`config.mk`:
```
export PLATFORM = sky130hd
export DESIGN_NAME = m_wb_initiator
export DESIGN_NICKNAME = d
export VERILOG_FILES = /design/src/rtl/m_wb_initiator.sv
export SDC_FILE = /design/constraint.sdc
export NUM_CORES = 1
export LEC_CHECK = 0
export ABC_AREA = 1
export BUFFER_PORTS_ARGS = -buffer_cell sky130_fd_sc_hd__buf_2
export CAP_MARGIN = 5
export CELL_PAD_IN_SITES_DETAIL_PLACEMENT = 0
export CELL_PAD_IN_SITES_GLOBAL_PLACEMENT = 1
export CORE_ASPECT_RATIO = 1.1
export CORE_UTILIZATION = 30
export DETAILED_ROUTE_END_ITERATION = 7
export HOLD_SLACK_MARGIN = 0.05
export PLACE_DENSITY_LB_ADDON = 0.3
export SLEW_MARGIN = 20
export SYNTH_ARGS = -nofsm -noshare
export SYNTH_HDL_FRONTEND = slang
export SYNTH_SLANG_ARGS = --single-unit
export TNS_END_PERCENT = 20
```
`constraint.sdc`:
```
create_clock -name CLK_I -period 3.15 [get_ports CLK_I]
set_clock_uncertainty 0.1 [all_clocks]
set_input_delay 0.1575 -clock CLK_I [delete_from_list [all_inputs] [get_ports CLK_I]]
set_output_delay 0.1575 -clock CLK_I [all_outputs]
set_load 0.02 [all_outputs]
```
`src/rtl/m_wb_initiator.sv`:
```
// m_wb_initiator: Wishbone classic single-transfer bus master.
// It takes commands on a valid/ready port and runs one Wishbone access per command.
// It returns each result on a valid/ready response port.
// An access is aborted once STB_O has been high for 2**TMOWIDTH-1 cycles.
// Optional feature macro: M_WB_INITIATOR_LATENCY_EN.
//   - Defined: rsp_lat carries the measured STB-to-ACK cycle count.
//   - Undefined: rsp_lat is 0 on success and all ones on timeout.
module m_wb_initiator #(
    parameter int TMOWIDTH = 8,
    parameter int ADRWIDTH = 32
) (
    input  logic                CLK_I,
    input  logic                RST_I,
    // command port
    input  logic                cmd_valid,
    output logic                cmd_ready,
    input  logic                cmd_we,
    input  logic [ADRWIDTH-1:0] cmd_adr,
    input  logic [31:0]         cmd_dat,
    input  logic [3:0]          cmd_sel,
    // response port
    output logic                rsp_valid,
    input  logic                rsp_ready,
    output logic [31:0]         rsp_dat,
    output logic                rsp_err,
    output logic [TMOWIDTH-1:0] rsp_lat,
    // Wishbone initiator side
    output logic                CYC_O,
    output logic                STB_O,
    output logic                WE_O,
    output logic [ADRWIDTH-1:0] ADR_O,
    output logic [31:0]         DAT_O,
    output logic [3:0]          SEL_O,
    input  logic                ACK_I,
    input  logic [31:0]         DAT_I
);

    typedef enum logic [1:0] {
        S_IDLE = 2'd0,
        S_BUS  = 2'd1,
        S_RSP  = 2'd2
    } state_t;

    localparam logic [TMOWIDTH-1:0] CNT_ONE  = TMOWIDTH'(1);
    localparam logic [TMOWIDTH-1:0] CNT_ONES = '1;
    // Counter value in the last permitted STB cycle (2**TMOWIDTH-2).
    localparam logic [TMOWIDTH-1:0] CNT_LAST = CNT_ONES - CNT_ONE;

    state_t                state_q;
    logic                  bus_q;      // drives both CYC_O and STB_O
    logic                  we_q;
    logic [ADRWIDTH-1:0]   adr_q;
    logic [31:0]           dat_q;
    logic [3:0]            sel_q;
    logic                  rsp_valid_q;
    logic [31:0]           rsp_dat_q;
    logic                  rsp_err_q;
    logic [TMOWIDTH-1:0]   rsp_lat_q;
    logic [TMOWIDTH-1:0]   cnt_q;
    logic [TMOWIDTH-1:0]   cnt_d;
    logic [TMOWIDTH-1:0]   lat_ok;

    // Saturating increment; the counter must never wrap back to zero.
    assign cnt_d = (cnt_q == CNT_ONES) ? cnt_q : cnt_q + CNT_ONE;

`ifdef M_WB_INITIATOR_LATENCY_EN
    assign lat_ok = cnt_q;
`else
    assign lat_ok = '0;
`endif

    assign cmd_ready = (state_q == S_IDLE);
    assign rsp_valid = rsp_valid_q;
    assign rsp_dat   = rsp_dat_q;
    assign rsp_err   = rsp_err_q;
    assign rsp_lat   = rsp_lat_q;
    assign CYC_O     = bus_q;
    assign STB_O     = bus_q;
    assign WE_O      = we_q;
    assign ADR_O     = adr_q;
    assign DAT_O     = dat_q;
    assign SEL_O     = sel_q;

    // Access sequencer: IDLE accepts a command, BUS waits for ACK or timeout,
    // RSP holds the result until the consumer takes it.
    always_ff @(posedge CLK_I) begin
        if (RST_I) begin
            state_q     <= S_IDLE;
            bus_q       <= 1'b0;
            we_q        <= 1'b0;
            adr_q       <= '0;
            dat_q       <= '0;
            sel_q       <= '0;
            rsp_valid_q <= 1'b0;
            rsp_dat_q   <= '0;
            rsp_err_q   <= 1'b0;
            rsp_lat_q   <= '0;
            cnt_q       <= '0;
        end else begin
            case (state_q)
                S_IDLE: begin
                    if (cmd_valid) begin
                        we_q    <= cmd_we;
                        adr_q   <= cmd_adr;
                        dat_q   <= cmd_dat;
                        sel_q   <= cmd_sel;
                        bus_q   <= 1'b1;
                        cnt_q   <= '0;
                        state_q <= S_BUS;
                    end
                end
                S_BUS: begin
                    if (ACK_I) begin
                        // ACK in the final cycle still beats the timeout.
                        bus_q       <= 1'b0;
                        rsp_dat_q   <= we_q ? 32'h0 : DAT_I;
                        rsp_err_q   <= 1'b0;
                        rsp_lat_q   <= lat_ok;
                        rsp_valid_q <= 1'b1;
                        state_q     <= S_RSP;
                    end else begin
                        cnt_q <= cnt_d;
                        if (cnt_q == CNT_LAST) begin
                            bus_q       <= 1'b0;
                            rsp_dat_q   <= 32'h0;
                            rsp_err_q   <= 1'b1;
                            rsp_lat_q   <= CNT_ONES;
                            rsp_valid_q <= 1'b1;
                            state_q     <= S_RSP;
                        end
                    end
                end
                S_RSP: begin
                    if (rsp_ready) begin
                        rsp_valid_q <= 1'b0;
                        state_q     <= S_IDLE;
                    end
                end
                default: begin
                    bus_q   <= 1'b0;
                    state_q <= S_IDLE;
                end
            endcase
        end
    end

endmodule

```
==> summary.txt <==
Detailed routing
  – Via density: 4.359
  – DRC viols: 0
  – Drt total wl: ~13000 um
  – Initial DRC count: 179
  – First drt pass iteration count: 4
  – Vias after detailed routing: 4612
  – Routed Antenna Nets: 0
  – DR WL/cell: 12.23 um

Cells and area
  – Nets: ~970
  – Filler cells: 1350
  – Core Util, Final: 50.55%
  – Commonest cells after routing, fill and taps aside: 219 x buf_2, 150 x nor2_1, 114 x dfxtp_1
  – Share of cells above drive strength 1: 33.68%
  – Area delta synth->final: 62.39%
  – Antenna cells: 0
  – Commonest non-fill, non-tap cell in the layout: buf_2

Critical path
  – Worst setup EP type: flip-flop
  – WP data required: around 3300 ps
  – Worst R2R Setup Slack: 1270 ps
  – Worst Path Arrival: roughly 2100 ps
  – CP Buf/Inv Count: 3
  – Critical path's slowest cell: buf_4
  – Critical setup path kind: reg -> reg
  – Critical-path maximum fanout: 70
  – Delay-heaviest family, CP: simple AND/OR/NAND/NOR gates
  – CP Cell Sequence: nor2_2 > nand2_2 > buf_4 > nand2_1 > nand2_2 > inv_2 > nand2_1 > nand2_1 > inv_1 > nor2_1
  – Worst path max stage delay: 470 ps
  – Startpoint class of the critical path: flip-flop
  – Crit-path most repeated cell: nand2_1

Power
  – VDD IR-drop max: between 0.3 and 0.4 mV
  – Pwr Density: 576.7 mW/mm2
  – Sw frac: 25.83%
  – Int Power: 3031 uW
  – P_leak: 0.003298 uW
  – Clk pwr share: 45.0%
  – Psw: around 1100 uW
  – Comb power frac: between 15 and 20%
  – Power Total: 4087 uW
  – Share of power burned in registers: around 39%

Worst hold path
  – Worst Hold Class: in -> reg

Yosys
  – Netlist cell types: 24
  – Syn Std Cell Area: 0.004364 mm2
  – Number of synthesized register bits: 114
  – Syn nets: approximately 660
  – Fraction of the yosys area taken by sequential cells: a little over half
  – Synth Warn #: 0
  – Cells after Synth: 553
  – Post-Syn Area per Cell: 7.892 um2

Clock tree
  – Clock buffer count from CTS: 17
  – Worst-Skew Late Latency: 410 ps
  – # clock sinks: roughly 110
  – CTS tree: done
  – Clock-pin slew on the worst setup and hold paths: 50 ps
  – Clock buffer depth: 2
  – H-tree Lvls: 4
  – Root buffer cell: clkbuf_16

Timing
  – Relative slew slack: between 40 and 50%
  – Pins Over Slew Limit: 0
  – Setup TNS: 0 ps
  – Max Freq: 0.5315 GHz
  – RSZ-0062 raised after global routing: no
  – Final worst path period need: approximately 1900 ps
  – Fin crit share: 59.73%
  – Least-Margin Pin Slew: 849.0 ps
  – Final hold vios: 0
  – Setup violations, final: 0

Floorplanning
  – Starting Density: between 30 and 40%
  – Cell Rows: 45
  – I/O pin count: between 200 and 250
  – Die area: 0.01503 mm2
  – Core region area: 0.01402 mm2
  – Die extent in x: 117 um
  – Chip Height: 128.5 um

Flow run
  – Max_cap viols: 0

Placed design
  – Port bufs: 219
  – GP Congestion: ~0.81
  – DP Wirelength: ~8400 um

Run status
  – Status: complete, no violations

Global routing
  – Vias in the first global route: 4461
  – Initial antenna violation count: 0
  – GRT Overall Usage: between 10% and 20%
  – Remaining Overflow, GRT: 0
  – Largest net degree at the start of global routing: 71
  – Global-route wire length before repair: 20660 um
[power by group through the flow]
stage	sequential, uW	combinational, uW	clock (uW)
after floorplan	1740	228	0
after global placement	1620	548	0
after detailed placement	1620	554	0
after CTS	1600	656	1890
after global routing	1610	719	1960
final	1600	652	1840
[what timing repair did]
action / 4_1_cts / 5_1_grt
buffers inserted: 0 / 0
endpoints found under the hold margin: 105 / 0
resized for setup: 0 / 0
hold buffers: 104 / 0
[worst reg2reg max path, stage by stage, from the launching register on]
cell and delay [ps]:
dfxtp_1 410, nor2_2 60, nand2_2 70, buf_4 470, nand2_1 180, nand2_2 200, inv_2 90, nand2_1 60
nand2_1 40, inv_1 50, nor2_1 30
[metal layers]
metal | wire, um | up-vias | global-route usage [%]
li1 | - | 2361 | -
met1 | 5340 | 2081 | 19.82
met2 | 6649 | 137 | 30.73
met3 | 550 | 33 | 5.558
met4 | 401 | 0 | 8.637
met5 | 0 | - | 0
[final timing paths]
check | to | startpoint | cells past startpoint
max | cnt_q[6]$_SDFFE_PP0P_ | state_q[0]$_SDFFE_PP0P_ | 10
max reg2reg | cnt_q[6]$_SDFFE_PP0P_ | state_q[0]$_SDFFE_PP0P_ | 10
min reg2reg | rsp_dat[31]$_SDFFE_PP0P_ | rsp_dat[31]$_SDFFE_PP0P_ | 2
min | state_q[0]$_SDFFE_PP0P_ | RST_I | 3
[final cells by class]
cell class	count	area (um2)	area share, %
Clock buffer	24	481.7	6.797
Clock inverter	6	80.08	1.130
Inverter	24	92.59	1.306
Multi-Input combinational cell	374	1740	24.56
Sequential cell	114	2282	32.20
Tap cell	188	235.2	3.319
Timing Repair Buffer	328	2175	30.69
[flip-flops by register name (all words and copies together) (netlist names)]
register	cells
state_q	2
CYC_O	1
rsp_lat	1
DAT_O	32
SEL_O	4
ADR_O	32
rsp_valid	1
cnt_q	8
WE_O	1
rsp_dat	32
[synth_stat cells (all sizes together)]
cell type | number | area (um2)
o211ai | 1 | 7.510
inv | 24 | 92.59
nand3 | 8 | 40.04
ha | 2 | 25.02
a21oi | 38 | 302.8
nor2 | 153 | 595.6
nor3 | 3 | 15.01
nand4 | 1 | 6.260
nand2 | 89 | 351.6
a31oi | 1 | 6.260
clkbuf | 15 | 56.30
o21ai | 78 | 390.4
dfxtp | 114 | 2282
buf | 26 | 192.7
[metrics by stage]
| stage | area [um2] | hold WS (ps) | instances | setup slack [ps] |
|---|---|---|---|---|
| after detailed placement | 5484 | 311.5 | 924 | 1261 |
| after global placement | 5484 | 306.2 | 924 | 1307 |
| after floorplan | 4364 | 204.6 | 553 | 1702 |
| final | 7087 | 230.3 | 1058 | 1268 |
| after global routing | 7087 | 252.1 | 1058 | 1052 |
| after CTS | 7087 | 224.4 | 1058 | 1241 |
[cell families after synthesis]
family                     synth area share [%]
and+or+nand+nor                           23.11
buffers and inverters                     7.827
DFF                                       52.29
adders and majority gates                0.5733
AOI/OAI and AO/OA                         16.20
No activity file was read; power rests on OpenSTA's default activity.
